### config.mk
export PLATFORM = sky130hd
export DESIGN_NAME = serial_image_loader
export DESIGN_NICKNAME = d
export VERILOG_FILES = /design/src/rtl/serial_image_loader.sv
export SDC_FILE = /design/constraint.sdc
export NUM_CORES = 1
export LEC_CHECK = 0
export ABC_AREA = 1
export CAP_MARGIN = 15
export CORE_UTILIZATION = 40
export DETAILED_ROUTE_END_ITERATION = 8
export PLACE_DENSITY = 0.66
export REMOVE_ABC_BUFFERS = 1
export SKIP_LAST_GASP = 1
export SLEW_MARGIN = 40
export SYNTH_ARGS = -nofsm -noshare
export SYNTH_HDL_FRONTEND = slang
export SYNTH_SLANG_ARGS = --single-unit
### constraint.sdc
create_clock -name clk -period 3.3 [get_ports clk]
set_input_delay 0.33 -clock clk [delete_from_list [all_inputs] [get_ports clk]]
set_output_delay 0.33 -clock clk [all_outputs]
set_load 0.1 [all_outputs]
### src/rtl/serial_image_loader.sv
// Serial bootloader receiver: synchronises host clock/data pins, parses a
// length header, data words and optional checksum, and writes words to ROM.
module serial_image_loader #(
  parameter int unsigned WORD_WIDTH     = 32,
  parameter int unsigned ADDR_WIDTH     = 12,
  parameter int unsigned SYNC_STAGES    = 2,
  parameter int unsigned TIMEOUT_CYCLES = 65535,
  parameter bit          CHECKSUM_EN    = 1'b1
) (
  input  logic                  clk,
  input  logic                  reset,
  input  logic                  enable,
  input  logic                  data_clk,
  input  logic                  data_pin,
  output logic                  wr_en,
  output logic [ADDR_WIDTH-1:0] wr_addr,
  output logic [WORD_WIDTH-1:0] wr_data,
  output logic                  busy,
  output logic                  done,
  output logic                  error,
  output logic [ADDR_WIDTH:0]   word_count
);

  localparam int unsigned LEN_W   = ADDR_WIDTH + 1;
  localparam int unsigned SHIFT_W = (WORD_WIDTH - 1 > ADDR_WIDTH) ? WORD_WIDTH - 1 : ADDR_WIDTH;
  localparam int unsigned GAP_W   = $clog2(TIMEOUT_CYCLES + 1);
  localparam int unsigned BCNT_W  = $clog2(WORD_WIDTH + LEN_W);

  typedef enum logic [2:0] {S_IDLE, S_LEN, S_DATA, S_CSUM, S_FIN} state_e;

  logic [SYNC_STAGES-1:0] dclk_sync_q, pin_sync_q;
  logic                   dclk_prev_q;
  logic                   bit_v_c, din_c;

  state_e                 state_q, state_d;
  logic [SHIFT_W-1:0]     shift_q, shift_d;
  logic [BCNT_W-1:0]      bcnt_q, bcnt_d;
  logic [LEN_W-1:0]       len_q, len_d;
  logic [WORD_WIDTH-1:0]  sum_q, sum_d;
  logic [LEN_W-1:0]       wcnt_q, wcnt_d;
  logic [GAP_W-1:0]       gap_q, gap_d;
  logic                   wr_en_q, wr_en_d;
  logic [ADDR_WIDTH-1:0]  wr_addr_q, wr_addr_d;
  logic [WORD_WIDTH-1:0]  wr_data_q, wr_data_d;
  logic                   busy_q, busy_d;
  logic                   done_q, done_d;
  logic                   error_q, error_d;

  logic                   in_frame_c, timeout_c;
  logic [LEN_W-1:0]       len_c, wcnt_inc_c;
  logic [WORD_WIDTH-1:0]  word_c;

  // Pin synchronisers and rising-edge detect on the host clock
  always_ff @(posedge clk or negedge reset) begin
    if (!reset) begin
      dclk_sync_q <= '0;
      pin_sync_q  <= '0;
      dclk_prev_q <= 1'b0;
    end else begin
      dclk_sync_q <= {dclk_sync_q[SYNC_STAGES-2:0], data_clk};
      pin_sync_q  <= {pin_sync_q[SYNC_STAGES-2:0], data_pin};
      dclk_prev_q <= dclk_sync_q[SYNC_STAGES-1];
    end
  end

  assign bit_v_c = enable && dclk_sync_q[SYNC_STAGES-1] && !dclk_prev_q;
  assign din_c   = pin_sync_q[SYNC_STAGES-1];

  always_ff @(posedge clk or negedge reset) begin
    if (!reset) begin
      state_q   <= S_IDLE;
      shift_q   <= '0;
      bcnt_q    <= '0;
      len_q     <= '0;
      sum_q     <= '0;
      wcnt_q    <= '0;
      gap_q     <= '0;
      wr_en_q   <= 1'b0;
      wr_addr_q <= '0;
      wr_data_q <= '0;
      busy_q    <= 1'b0;
      done_q    <= 1'b0;
      error_q   <= 1'b0;
    end else begin
      state_q   <= state_d;
      shift_q   <= shift_d;
      bcnt_q    <= bcnt_d;
      len_q     <= len_d;
      sum_q     <= sum_d;
      wcnt_q    <= wcnt_d;
      gap_q     <= gap_d;
      wr_en_q   <= wr_en_d;
      wr_addr_q <= wr_addr_d;
      wr_data_q <= wr_data_d;
      busy_q    <= busy_d;
      done_q    <= done_d;
      error_q   <= error_d;
    end
  end

  // Frame parser; done/error are set on the transition so they rise one
  // cycle after the final bit is sampled
  always_comb begin
    state_d    = state_q;
    shift_d    = shift_q;
    bcnt_d     = bcnt_q;
    len_d      = len_q;
    sum_d      = sum_q;
    wcnt_d     = wcnt_q;
    gap_d      = gap_q;
    wr_en_d    = 1'b0;
    wr_addr_d  = wr_addr_q;
    wr_data_d  = wr_data_q;
    busy_d     = busy_q;
    done_d     = done_q;
    error_d    = error_q;

    in_frame_c = (state_q == S_LEN) || (state_q == S_DATA) || (state_q == S_CSUM);
    timeout_c  = in_frame_c && (gap_q >= GAP_W'(TIMEOUT_CYCLES));
    len_c      = {shift_q[ADDR_WIDTH-1:0], din_c};
    word_c     = {shift_q[WORD_WIDTH-2:0], din_c};
    wcnt_inc_c = wcnt_q + LEN_W'(1);

    if (!in_frame_c || bit_v_c) gap_d = '0;
    else if (!timeout_c)        gap_d = gap_q + GAP_W'(1);

    if (bit_v_c) shift_d = {shift_q[SHIFT_W-2:0], din_c};

    if (in_frame_c && !enable) begin
      state_d = S_IDLE;
      busy_d  = 1'b0;
    end else if (timeout_c) begin
      state_d = S_IDLE;
      busy_d  = 1'b0;
      error_d = 1'b1;
    end else begin
      case (state_q)
        S_IDLE: begin
          if (bit_v_c) begin
            state_d = S_LEN;
            bcnt_d  = BCNT_W'(1);
            sum_d   = '0;
            wcnt_d  = '0;
            busy_d  = 1'b1;
            done_d  = 1'b0;
            error_d = 1'b0;
          end
        end
        S_LEN: begin
          if (bit_v_c) begin
            bcnt_d = bcnt_q + BCNT_W'(1);
            if (bcnt_q == BCNT_W'(ADDR_WIDTH)) begin
              bcnt_d = '0;
              len_d  = len_c;
              if (len_c == '0) begin
                if (CHECKSUM_EN) begin
                  state_d = S_CSUM;
                end else begin
                  state_d = S_FIN;
                  done_d  = 1'b1;
                  busy_d  = 1'b0;
                end
              end else if (len_c[ADDR_WIDTH] && (|len_c[ADDR_WIDTH-1:0])) begin
                state_d = S_IDLE;
                busy_d  = 1'b0;
                error_d = 1'b1;
              end else begin
                state_d = S_DATA;
              end
            end
          end
        end
        S_DATA: begin
          if (bit_v_c) begin
            bcnt_d = bcnt_q + BCNT_W'(1);
            if (bcnt_q == BCNT_W'(WORD_WIDTH - 1)) begin
              bcnt_d    = '0;
              wr_en_d   = 1'b1;
              wr_addr_d = wcnt_q[ADDR_WIDTH-1:0];
              wr_data_d = word_c;
              sum_d     = sum_q + word_c;
              wcnt_d    = wcnt_inc_c;
              if (wcnt_inc_c == len_q) begin
                if (CHECKSUM_EN) begin
                  state_d = S_CSUM;
                end else begin
                  state_d = S_FIN;
                  done_d  = 1'b1;
                  busy_d  = 1'b0;
                end
              end
            end
          end
        end
        S_CSUM: begin
          if (bit_v_c) begin
            bcnt_d = bcnt_q + BCNT_W'(1);
            if (bcnt_q == BCNT_W'(WORD_WIDTH - 1)) begin
              bcnt_d = '0;
              busy_d = 1'b0;
              if (word_c == sum_q) begin
                state_d = S_FIN;
                done_d  = 1'b1;
              end else begin
                state_d = S_IDLE;
                error_d = 1'b1;
              end
            end
          end
        end
        S_FIN:   state_d = S_IDLE;
        default: state_d = S_IDLE;
      endcase
    end
  end

  assign wr_en      = wr_en_q;
  assign wr_addr    = wr_addr_q;
  assign wr_data    = wr_data_q;
  assign busy       = busy_q;
  assign done       = done_q;
  assign error      = error_q;
  assign word_count = wcnt_q;

endmodule

==> run metrics, run 1 <==
outcome finished, final reports clean; post_cts resized 0; Worst-path clk slew 0.07 ns; reg2reg setup slack 0.71 ns; Cell variety after synth 44; CP Capture Type register; Worst Max-Slew Pin Slew between 0.6 and 0.7 ns; H-tree levels 4; largest net degree at the start of global routing 85; layout cell share with drive strength beyond 1 0.107; Post-Syn Instances ~1.2k; Overall Global Routing Usage 0.206; die span in y between 150 and 200 um; met1 Use GR 0.275; Slew Limit Fails 0; CTS tree yes; RSZ-0062 raised after global routing false; first-pass detailed-route iteration total 5; drt drc 0; WS Path Type reg2reg; nets about 1.3k; Synth top area share 0.452; Setup Skew around 0.019 ns; top_reg_cell synth dfrtp_1; I/O Buffers 65; DRT Wirelength approximately 23 mm; initial core utilization 0.408; CP required approximately 3.6 ns; dominant cell type by area after synthesis dfrtp_1; synthesized area approximately 9200 um^2; vias in the first global route 7856; Post-synth EDFFs 0; multi-input logic area between 4000 and 5000 um^2; Area Growth Syn to Fin 13.3%; via/cell ratio 5.17; total of max-cap violations 0; gp weighted congestion roughly 0.92; fillcell total about 2.3k; Min Hold Slack 0.328 ns; async set-reset flop share out of synthesis 1.00; dominant cells by area after synthesis dfrtp_1, nand2_1, inv_1; Hold Crit Endpoint pin_sync_q[0]; Seq/Total Area, Yosys 0.452; CTS Sinks approximately 170; number of diodes 0; WL per Instance 14.5 um; FMAX slightly below 400 MHz; sum of negative setup slack 0 ns; met2 Use GR 0.333; DRT antenna net count 0; Skew-Pair Late Insertion Delay roughly 0.44 ns; reg-to-reg startpoint gap_q[0]; min-delay src data_pin; setup ws final slightly above 0.7 ns; die width roughly 150 um; Place WS ~0.7 ns; Placeable Area between 20000 and 25000 um^2; WHS Path Cells 1; FF+latch area ~4200 um^2; met3 usage 0.0347; Clock Root Buffer clkbuf_16; clock buffer depth 2; post-layout minimum cycle time 2.59 ns; endpoints failing hold 0; reg-to-reg critical path endpoint sum_q[3]; antenna violations before repair 0; LEAKAGE 0.00517 uW; # setup viols final 0; I/O pin count 66; PwrDens 836 nW/um^2; VDD IR max between 0.5 and 0.6 mV; period utilisation layout 0.785; Slew headroom 0.534; grt peak-use layer met2; Seq cells post-synth 167; Synth Warn # 0; DP Wirelength 16.4 mm; die area about 24000 um^2; std cell rows 55; TritonCTS buffer count 17; first-pass GRT wire length 39.1 mm; Startpoint Class register; global route total overflow 0; hold crit path type in2reg; routed via count approximately 8.1k; Iteration-0 DRC Markers ~480; R2R depth 14; Syn Area/Cell 7.72 um^2; WP data arrival between 2 and 3 ns; Post-CTS Setup Bufs 0; worst-path maximum fanout between 40 and 50
-- cells in the mapped netlist, types with 5 or more instances --
library cell	number
xnor2_1	7
nand3_1	62
o21a_1	5
a21oi_1	83
buf_2	13
o21ai_0	94
a31oi_1	5
nand2_1	311
buf_6	5
inv_2	9
xor2_1	12
nor2_1	104
nand4_1	21
a22o_1	6
dfrtp_1	167
nor4_1	9
clkbuf_1	7
inv_1	134
nor3_1	13
o21ai_1	50
ha_1	35
nor2_2	6
-- final cells by class --
| cell class | count | share of cell area |
|---|---|---|
| inverter | 143 | 0.0513 |
| sequential | 167 | 0.399 |
| clock inverter | 14 | 0.0130 |
| multi-input combinational | 860 | 0.418 |
| clock buffer | 18 | 0.0419 |
| timing repair buffer | 78 | 0.0431 |
| tap | 285 | 0.0341 |
-- cells by family after synthesis --
kind of cell    Yosys count  share of synthesized area
compound gates          259                      0.150
xor+xnor                 20                     0.0204
fa+ha+maj                36                     0.0495
buf+inv                 171                     0.0765
flops                   167                      0.452
mux                       1                    0.00108
simple gates            544                      0.250
-- metal layers --
layer | vias up | share of wire
li1 | 4081 | -
met1 | 3800 | 0.48
met2 | 173 | 0.46
met3 | 44 | 0.036
met4 | 0 | 0.027
met5 | - | 0
-- stage by stage --
stage | area [um^2] | total power (uW) | utilization | std cells
after floorplan | 9080 | 5960 | - | 1170
after global placement | 10200 | 6980 | 0.450 | 1532
after detailed placement | 9880 | 6820 | 0.437 | 1532
after CTS | 10500 | 8810 | 0.462 | 1565
after global routing | 10500 | 9300 | 0.463 | 1565
final | 10500 | 8760 | 0.463 | 1565
-- flip-flops by register name, summed over array words and instances (netlist names) --
name / flops
shift_q: 31
word_count: 13
state_q: 3
pin_sync_q: 2
wr_en: 1
bcnt_q: 6
done: 1
dclk_prev_q: 1
len_q: 13
sum_q: 32
busy: 1
gap_q: 16
wr_addr: 12
dclk_sync_q: 2
wr_data: 32
error: 1
-- worst max-delay path by stage --
stage                            from          end  slack, ns  cells after the start
final                        gap_q[0]     sum_q[3]       0.71                     14
after global placement         enable    sum_q[13]       0.77                      9
after global routing         gap_q[0]  wr_data[16]       0.36                     15
after detailed placement     gap_q[0]     sum_q[7]       0.71                     14
after floorplan           dclk_prev_q    sum_q[24]      -0.68                      7
after CTS                    gap_q[0]     sum_q[3]       0.69                     14
-- cell usage in the layout (no fill, tap or decap), types with 2 or more instances in the layout --
master | Yosys | layout
nand2_1 | 311 | 311
dfrtp_1 | 167 | 167
inv_1 | 134 | 134
nor2_1 | 104 | 104
o21ai_0 | 94 | 94
a21oi_1 | 83 | 83
nand3_1 | 62 | 62
buf_2 | 13 | 60
o21ai_1 | 50 | 50
ha_1 | 35 | 35
nand4_1 | 21 | 21
clkbuf_16 | 0 | 17
nor3_1 | 13 | 13
buf_4 | 3 | 13
xor2_1 | 12 | 12
inv_2 | 9 | 9
nor4_1 | 9 | 9
xnor2_1 | 7 | 7
a22o_1 | 6 | 6
nor2_2 | 6 | 5
a31oi_1 | 5 | 5
o21a_1 | 5 | 5
inv_8 | 0 | 4
nor2_4 | 2 | 3
nand2_2 | 3 | 3
o211ai_1 | 3 | 3
o31ai_1 | 3 | 3
nand3b_1 | 3 | 3
o21bai_1 | 3 | 3
or2_2 | 3 | 3
clkinvlp_4 | 0 | 3
inv_6 | 0 | 3
clkinv_4 | 0 | 3
clkdlybuf4s50_1 | 0 | 3
nand2_4 | 2 | 2
a21o_1 | 2 | 2
clkbuf_8 | 0 | 2
-- worst max-delay path, stage by stage, from the launching register on --
cell     delay (ns)
dfrtp_1        0.39
ha_1           0.18
nand2_1        0.07
inv_2          0.06
nand2_1        0.07
nor2_2         0.12
nand3_1        0.14
nor2_1         0.19
nand2_4        0.10
nand2_4        0.11
inv_2          0.07
nand3_4        0.07
buf_4          0.42
buf_4          0.34
o21ai_0        0.11
-- power by group --
group / internal [uW] / total [uW] / switching (uW)
clock: 1020 / 1970 / 948
sequential: 2490 / 2820 / 337
combinational: 915 / 3960 / 3050
total: 4420 / 8760 / 4330
-- timing repair --
action                                  CTS  global route
hold buffers                              1             0
endpoints found under the hold margin    46             0
endpoints found under the setup margin    0             0
No activity file was read; power rests on OpenSTA's default activity.
==> run 2, diff against run 1 <==
--- a/config.mk
+++ b/config.mk
@@ -9,7 +9,7 @@
 export CAP_MARGIN = 15
 export CORE_UTILIZATION = 40
 export DETAILED_ROUTE_END_ITERATION = 8
-export PLACE_DENSITY = 0.66
+export PLACE_DENSITY = 0.68
 export REMOVE_ABC_BUFFERS = 1
 export SKIP_LAST_GASP = 1
 export SLEW_MARGIN = 40
==> constraint.sdc (replaced) <==
create_clock -name clk -period 2.1 [get_ports clk]
set_input_delay 0.21 -clock clk [delete_from_list [all_inputs] [get_ports clk]]
set_output_delay 0.21 -clock clk [all_outputs]
set_load 0.1 [all_outputs]
==> run 2 against run 1 <==
Effect of this change: the run now ends with setup timing left; final area rose by 22%; core utilization rose by 10 points; via count rose by 9.5%; cell count rose by 9.1%; register-to-register slack got worse by 0.76 ns; wire length rose by 18%; sequential cell count did not move; combinational power rose by 110%.
==> run metrics, run 2 (same netlist as run 1, synthesis figures left out) <==
outcome finished with violations; failing checks setup timing; Slew headroom 0.631; reg2reg setup slack -0.05 ns; via/cell ratio ~5.2; period utilisation layout 1.02; Slew Limit Fails 0; first-pass GRT wire length 40.5 mm; Overall Global Routing Usage 0.213; Worst Path Buf+Inv 5; endpoints failing hold 0; Area Growth Syn to Fin 38.1%; nets about 1.5k; antenna violations before repair 0; Worst Max-Slew Pin Slew between 0.5 and 0.6 ns; die area about 24000 um^2; vias in the first global route around 8.3k; LEAKAGE between 0.006 and 0.007 uW; WL per Instance between 15 and 20 um; FMAX roughly 470 MHz; largest net degree at the start of global routing between 60 and 70; Skew-Pair Late Insertion Delay about 0.43 ns; DP Wirelength approximately 18 mm; WS Path Type reg2reg; post-layout minimum cycle time between 2 and 2.5 ns; Placeable Area approximately 23000 um^2; WP data arrival ~2.5 ns; Startpoint Class register; Top delay family on crit path simple AND/OR/NAND/NOR gates; Min Hold Slack ~0.21 ns; DRT antenna net count 0; PwrDens 1260 nW/um^2; layout cell share with drive strength beyond 1 0.293; H-tree levels 4; clock buffer depth 2; CP required ~2.4 ns; most frequent cells in the layout nand2_1, buf_4, dfrtp_1; number of diodes 0; gp weighted congestion a little over 0.9; Iteration-0 DRC Markers 559; commonest non-fill, non-tap cell in the layout nand2_1; die width 154 um; routed via count between 8k and 9k; Finished Layout Cells ~1.7k; Critical-path top delay cell dfrtp_1; CTS tree yes; total of max-cap violations 0; Setup Skew 0.0105 ns; VDD IR max approximately 0.84 mV; Cells after DPL around 1.6k; CP Capture Type register; hold crit path type in2reg; Clock Root Buffer clkbuf_16; DRT Wirelength between 20 and 30 mm; TritonCTS buffer count 17; I/O Buffers 65; # setup viols final 37; first-pass detailed-route iteration total 5; global route total overflow 0; worst-path maximum fanout 7; RSZ-0062 raised after global routing true; Critical Path, Cell by Cell ha_2 -> nand2_2 -> inv_2 -> nand2_4 -> nor2_4 -> nand3_2 -> nor2_4 -> nand2_4 -> nand2_4 -> inv_4 -> nand3_4 -> buf_12 -> buf_12 -> clkbuf_16 -> o21ai_2; die span in y ~150 um; sum of negative setup slack -0.824 ns; CTS Sinks about 170; setup ws final -0.0460 ns; Worst-path clk slew 0.07 ns; std cell rows 55; I/O pin count 66; drt drc 0; Place WS -0.137 ns; Crit path top cell by count nand2_4; initial core utilization 0.408; Slowest Stage Delay on Critical Path about 0.4 ns
run 2: repair_timing:
item,4_1_cts,5_1_grt
buffers inserted,1,25
resized for setup,22,178
pin swaps,1,38
setup endpoints to repair,20,102
hold buffers,1,0
hold endpoints to repair,38,0
cloned,0,8
run 2: per-stage QoR:
step	total power, uW	area, um^2	utilization
after detailed placement	11600	10900	0.483
final	16100	12800	0.564
after CTS	15200	11700	0.517
after global placement	11500	10900	0.483
after floorplan	9370	9080	-
after global routing	17000	12800	0.564
run 2: where the power goes:
part           total [uW]  internal (uW)  switching (uW)
sequential           4540           3910             630
combinational        8140           2730            5410
clock                3400           1920            1480
total               16100           8560            7510
run 2: layout make-up:
cell class,instances,area (um^2)
fill,1974,9870
multi-input combinational,860,5110
sequential,167,4180
timing repair buffer,220,1940
inverter,143,547
clock buffer,17,425
tap,285,357
clock inverter,15,205
run 2: layer usage:
layer / vias to the layer above / share of wire / GRT usage
met5: - / 0 / 0
li1: 4378 / - / -
met1: 4272 / 0.46 / 0.275
met3: 34 / 0.035 / 0.0375
met4: 0 / 0.022 / 0.0614
met2: 187 / 0.49 / 0.366
run 2: path summary, 6_finish.rpt:
kind,startpoint,to,cells past startpoint
max,gap_q[1],wr_data[21],15
min,data_pin,pin_sync_q[0],1
max reg2reg,gap_q[1],wr_data[21],15
min reg2reg,dclk_sync_q[0],dclk_sync_q[1],0
max in group asynchronous,reset,shift_q[15],3
min in group asynchronous,reset,bcnt_q[2],2
